`src/rtl/enb_ctrl_if.sv`:
```
// Control/status bundle for enb_ctrl: burst request inputs and enable/status outputs.
interface enb_ctrl_if;
    logic       start;
    logic       stop;
    logic [7:0] count;
    logic [3:0] div;
    logic       enb;
    logic       busy;
    logic       done;
    logic [7:0] remaining;

    modport master (
        output start,
        output stop,
        output count,
        output div,
        input  enb,
        input  busy,
        input  done,
        input  remaining
    );

    modport slave (
        input  start,
        input  stop,
        input  count,
        input  div,
        output enb,
        output busy,
        output done,
        output remaining
    );
endinterface

```
`src/rtl/enb_ctrl.sv`:
```
// Burst clock-enable generator: issues 'count' enable pulses spaced div+1 cycles apart,
// with the final enable re-registered on the falling edge so eclk = clk & enb never glitches.
module enb_ctrl (
    input  logic         clk,
    input  logic         rst_n,
    enb_ctrl_if.slave    bus
);

    typedef enum logic [1:0] {
        StIdle = 2'd0,
        StRun  = 2'd1,
        StDone = 2'd2
    } state_e;

    state_e     r_state;
    logic       r_enb_pre;
    logic [7:0] r_remaining;
    logic [3:0] r_div_cnt;
    logic [3:0] r_div;
    logic       r_enb;

    state_e     w_state_nxt;
    logic       w_enb_pre_nxt;
    logic [7:0] w_remaining_nxt;
    logic [3:0] w_div_cnt_nxt;
    logic [3:0] w_div_nxt;

    always_ff @(posedge clk) begin
        if (!rst_n) begin
            r_state     <= StIdle;
            r_enb_pre   <= 1'b0;
            r_remaining <= 8'd0;
            r_div_cnt   <= 4'd0;
            r_div       <= 4'd0;
        end else begin
            r_state     <= w_state_nxt;
            r_enb_pre   <= w_enb_pre_nxt;
            r_remaining <= w_remaining_nxt;
            r_div_cnt   <= w_div_cnt_nxt;
            r_div       <= w_div_nxt;
        end
    end

    always_comb begin
        w_state_nxt     = r_state;
        w_enb_pre_nxt   = 1'b0;
        w_remaining_nxt = r_remaining;
        w_div_cnt_nxt   = r_div_cnt;
        w_div_nxt       = r_div;
        unique case (r_state)
            StIdle: begin
                if (bus.start) begin
                    if (bus.count != 8'd0) begin
                        w_remaining_nxt = bus.count;
                        w_div_cnt_nxt   = 4'd0;
                        w_div_nxt       = bus.div;
                        w_state_nxt     = StRun;
                    end else begin
                        w_state_nxt     = StDone;
                    end
                end
            end
            StRun: begin
                // Abort wins over pulse generation; remaining is frozen for inspection.
                if (bus.stop) begin
                    w_state_nxt = StDone;
                end else if (r_div_cnt == 4'd0) begin
                    w_enb_pre_nxt = 1'b1;
                    w_div_cnt_nxt = r_div;
                    if (r_remaining != 8'd0) begin
                        w_remaining_nxt = r_remaining - 8'd1;
                    end
                    if (r_remaining <= 8'd1) begin
                        w_state_nxt = StDone;
                    end
                end else begin
                    w_div_cnt_nxt = r_div_cnt - 4'd1;
                end
            end
            StDone: begin
                w_state_nxt = StIdle;
            end
            default: begin
                w_state_nxt = StIdle;
            end
        endcase
    end

    // Falling-edge copy keeps enb constant across the entire clk-high phase.
    always_ff @(negedge clk) begin
        if (!rst_n) begin
            r_enb <= 1'b0;
        end else begin
            r_enb <= r_enb_pre;
        end
    end

    assign bus.enb       = r_enb;
    assign bus.busy      = (r_state == StRun);
    assign bus.done      = (r_state == StDone);
    assign bus.remaining = r_remaining;

    a_busy_done_excl: assert property (@(posedge clk) disable iff (!rst_n)
        !(bus.busy && bus.done));
    a_done_one_cycle: assert property (@(posedge clk) disable iff (!rst_n)
        bus.done |=> !bus.done);

endmodule
```
`src/flat_wrapper.sv`:
```
// flat-port wrapper written by rule: the top's interface ports become plain ports
module enb_ctrl_flat 
  (clk, rst_n, bus_start, bus_stop, bus_count, bus_div, bus_enb, bus_busy, bus_done, bus_remaining);
  enb_ctrl_if bus_i ();
  input  logic clk;
  input  logic rst_n;
  input wire logic [$bits(bus_i.start)-1:0] bus_start;
  input wire logic [$bits(bus_i.stop)-1:0] bus_stop;
  input wire logic [$bits(bus_i.count)-1:0] bus_count;
  input wire logic [$bits(bus_i.div)-1:0] bus_div;
  output wire logic [$bits(bus_i.enb)-1:0] bus_enb;
  output wire logic [$bits(bus_i.busy)-1:0] bus_busy;
  output wire logic [$bits(bus_i.done)-1:0] bus_done;
  output wire logic [$bits(bus_i.remaining)-1:0] bus_remaining;
  assign bus_i.start = bus_start;
  assign bus_i.stop = bus_stop;
  assign bus_i.count = bus_count;
  assign bus_i.div = bus_div;
  assign bus_enb = bus_i.enb;
  assign bus_busy = bus_i.busy;
  assign bus_done = bus_i.done;
  assign bus_remaining = bus_i.remaining;
  enb_ctrl u_core (.clk(clk), .rst_n(rst_n), .bus(bus_i));
endmodule
```
`config.mk`:
```
export PLATFORM = sky130hd
export DESIGN_NAME = enb_ctrl_flat
export DESIGN_NICKNAME = d
export VERILOG_FILES = /design/src/rtl/enb_ctrl_if.sv /design/src/rtl/enb_ctrl.sv /design/src/flat_wrapper.sv
export SDC_FILE = /design/constraint.sdc
export NUM_CORES = 1
export LEC_CHECK = 0
export BUFFER_PORTS_ARGS = -buffer_cell sky130_fd_sc_hd__buf_4
export CAP_MARGIN = 20
export CELL_PAD_IN_SITES_DETAIL_PLACEMENT = 0
export CELL_PAD_IN_SITES_GLOBAL_PLACEMENT = 1
export CORE_ASPECT_RATIO = 1.4
export CORE_MARGIN = 5
export CORE_UTILIZATION = 40
export CTS_CLUSTER_SIZE = 10
export DETAILED_ROUTE_END_ITERATION = 10
export PLACE_DENSITY_LB_ADDON = 0.2
export SLEW_MARGIN = 20
export SYNTH_ARGS = -nofsm -noshare
export SYNTH_HDL_FRONTEND = slang
export SYNTH_SLANG_ARGS = --single-unit
```
`constraint.sdc`:
```
create_clock -name clk -period 5.1 [get_ports clk]
set_input_delay 0.255 -clock clk [delete_from_list [all_inputs] [get_ports clk]]
set_output_delay 0.255 -clock clk [all_outputs]
set_load 0.01 [all_outputs]
```
* After elaboration in Yosys (flattened, before gate mapping)
Index checks and enable logic that the tools add are counted.
** Word-level totals
- Register bits after elaboration :: 20
- Logic and storage cells :: 48
** Operators by class
- Magnitude comparators :: 1
- Reductions and logical operators :: 10
- Bitwise operators :: 2
- Mux-type cells :: 18
- Add/subtract/negate cells :: 2
- Eq/ne operators :: 9
** Operators by type and width (number)
- $mux W8 :: 5
- $mux W4 :: 4
- $pmux W8 S2 :: 1
- $reduce_bool A8 Y1 :: 2
- $mux W2 :: 5
- $le A8 B1 Y1 const B :: 1
- $pmux W4 S2 :: 1
- $sub A8 B1 Y8 const B :: 1
- $ne A2 B1 Y1 const B :: 3
- $ne A3 B2 Y1 const B :: 2
- $reduce_and A3 Y1 :: 2
- $reduce_and A6 Y1 :: 1
- $logic_not A4 Y1 :: 1
- $ne A2 B2 Y1 const B :: 2
- $pmux W2 S2 :: 1
- $reduce_and A4 Y1 :: 1
- $sub A4 B1 Y4 const B :: 1
- $reduce_or A3 Y1 :: 1
- $eq A2 B1 Y1 const B :: 1
- $eq A2 B2 Y1 const B :: 1
- $logic_not A2 Y1 :: 1
- $not A1 Y1 :: 2
- $reduce_bool A2 Y1 :: 1
- $mux W1 :: 1

* Depth between registers and ports, before layout
- Depth after elaboration :: 5
- Depth in mapped cells :: 7

==> metrics.cfg <==
[clock_network]
cts_root_buf = clkbuf_8
tritoncts = done
cts.reportedPaths.clkPinSlew_ns = 0.08
clock_sinks = 20
cts_setup_buffers = 0
cts-hold-fix-buffers = 0
post_cts.resized_instances = 0
htreeDepth = 1
cts_buffers = 3
clk-insertion-delay-late_ns = 0.32
clockBufferDepth = 2

[layout]
n_fill_cell = 288
nets = 183
antennaDiodeCount = 0
syn_to_final_growth_pct = 21.0
drive_gt1_share_pct = 23.5

[global_routing]
grtUsageTotal_pct = 15.6
grt_pass1_wl_um = 5200
grt_max_degree = 18
grt-ovfl-total = 0
first_global_vias = 1174
antenna_found_initial = 0

[critical_path]
max_stage_delay_ns = 0.28
cp_data_arrival_time_ns = 3.29
cp-end-kind = primary output
crit_family = flip-flops
critPathRequiredTime_ns = 4.85
crit_buf_inv = 1
start_kind = flip-flop
slowest_stage = dfxtp_1
cp_cell_sequence = buf_4
path_max_fanout = 1
path_class = flip-flop to primary output

[sta]
fin_hold_ws_ns = 0.231
slew_headroom_pct = 32.3
finalHoldViolCount = 0
fin_tns_setup_ns = 0
worst_slew_pin_slew_ns = 1.01
rsz0062_at_grt = no
finalMaxSlewViolations = 0
skew_ns = 0.0618
setup_violations = 0

[synth]
synth_ff_type = dfxtp_1
syn-cell-area_sq_um = 1180
synth_area_leaders = dfxtp_1 34%, nand2_1 6.7%, mux2i_1 5.1%, a21oi_1 4.2%, ha_1 4.2%
synth_seq_area_share_pct = 33.9
yosys_warnings = 0
netlist_instances = 140
synth_top_cell_area_share_pct = 33.9
yosys-top-cells-count = 21 x nand2_1, 20 x dfxtp_1, 10 x a21oi_1
synth_cell_types = 42
synthArstFlopShare_pct = 0
synth_largest_area_cell = dfxtp_1
avgSynthCellArea_sq_um = 8.44
synth-edff-count = 0
synth.most_common_cell = nand2_1
synth_nets = 160
ys_ff_latch = 20

[placed_design]
port_buffers = 26
gp_congestion = 0.754
dp.final_hpwl_um = 2270

[floorplan]
die_w_um = 55.9
core_sq_um = 2850
std_cell_rows = 23
ios = 27
initial_core_util_pct = 41.5
dieArea_sq_um = 4150
fp.dieH_um = 74.3

[drt]
final_antenna_net_count = 0
via_per_inst = 5.66
dr.pass1.iters = 4
totalWireLength_um = 3070
wl_per_cell_um = 15.4
drt_iter0_markers = 26
drt_drc_violations_left = 0
vias = 1127

[power_and_ir_drop]
p_leak_nw = 0.602
max-vdd-ir-drop_v = 0.000193
powerDensity_nw_per_um2 = 305

[status]
outcome = finished clean

[min_path]
hold_class = primary input to flip-flop

[run]
drv_cap = 0

area by class of cell:
| class | instances | area, sq um | share of cell area, % |
|---|---|---|---|
| clock buffer | 3 | 41.3 | 2.89 |
| clock inverter | 2 | 7.51 | 0.525 |
| inverter | 6 | 22.5 | 1.58 |
| multi-input combinational | 105 | 716 | 50.1 |
| sequential | 20 | 400 | 28.0 |
| tap | 37 | 46.3 | 3.24 |
| timing repair buffer | 26 | 195 | 13.7 |
logic make-up (layout without fill, tap and decap cells):
kind of cell | after synthesis | after routing | share of synthesized area, %
AO/OA/AOI/OAI | 37 | 37 | 24.8
XOR/XNOR | 2 | 2 | 1.48
adder cells (fa/ha/maj) | 4 | 4 | 4.24
buffers and inverters | 15 | 37 | 5.51
flip-flops | 20 | 20 | 33.9
multiplexers | 7 | 7 | 6.04
AND/OR/NAND/NOR | 55 | 55 | 24.0
flip-flops by register name (all words and copies together), names as in the netlist:
register / cells
u_core.r_div: 4
u_core.bus.enb: 1
u_core.r_enb_pre: 1
u_core.bus.remaining: 8
u_core.r_div_cnt: 4
u_core.r_state: 2
per-layer routing:
metal / vias to the layer above / global-route usage, % / share of wire [%]
li1: 559 / - / -
met1: 525 / 17.0 / 42
met2: 35 / 29.9 / 51
met3: 8 / 2.08 / 4.5
met4: 0 / 7.39 / 2.5
met5: - / 0 / 0
through the flow:
| stage | cell area (sq um) | std cells | utilization, % | worst slack (ns) | total power [mW] |
|---|---|---|---|---|---|
| final | 1430 | 199 | 50.2 | 1.56 | 0.436 |
| after global routing | 1430 | 199 | 50.2 | 1.54 | 0.461 |
| after CTS | 1430 | 199 | 50.2 | 1.56 | 0.439 |
| after detailed placement | 1380 | 195 | 48.6 | 1.83 | 0.330 |
| after global placement | 1380 | 195 | 48.6 | 1.84 | 0.328 |
| after floorplan | 1180 | 140 | - | 1.60 | 0.286 |
cells in the final DEF (no fill, tap or decap), types with 3 or more instances in the layout:
cell and count:
inv_1 7, ha_1 4, o211ai_1 5, buf_4 26, clkbuf_8 3, a211o_1 3
nand3_1 3, dfxtp_1 20, nor2_1 8, nand2b_1 3, mux2i_1 6, o21a_1 3
nor3_1 3, or4_4 3, nand2_1 21, nor4_1 4, a21oi_1 10
report_power, final:
part / switching, mW / leakage, nW / internal [mW] / total [mW]
clock: 0.0575 / 0.0285 / 0.0548 / 0.112
combinational: 0.0701 / 0.410 / 0.0649 / 0.135
sequential: 0.0195 / 0.164 / 0.170 / 0.189
path summary, 6_finish.rpt:
check / from / cells past startpoint / to / slack [ns]
worst min register to register: u_core.r_div[0] / 2 / u_core.r_div[0] / 0.46
worst max-delay path: u_core.bus.enb / 1 / bus_enb / 1.56
worst max register to register: u_core.r_enb_pre / 1 / u_core.bus.enb / 2.08
worst min-delay path: bus_div[2] / 3 / u_core.r_div[2] / 0.23
(Power assumes the default switching activity.)
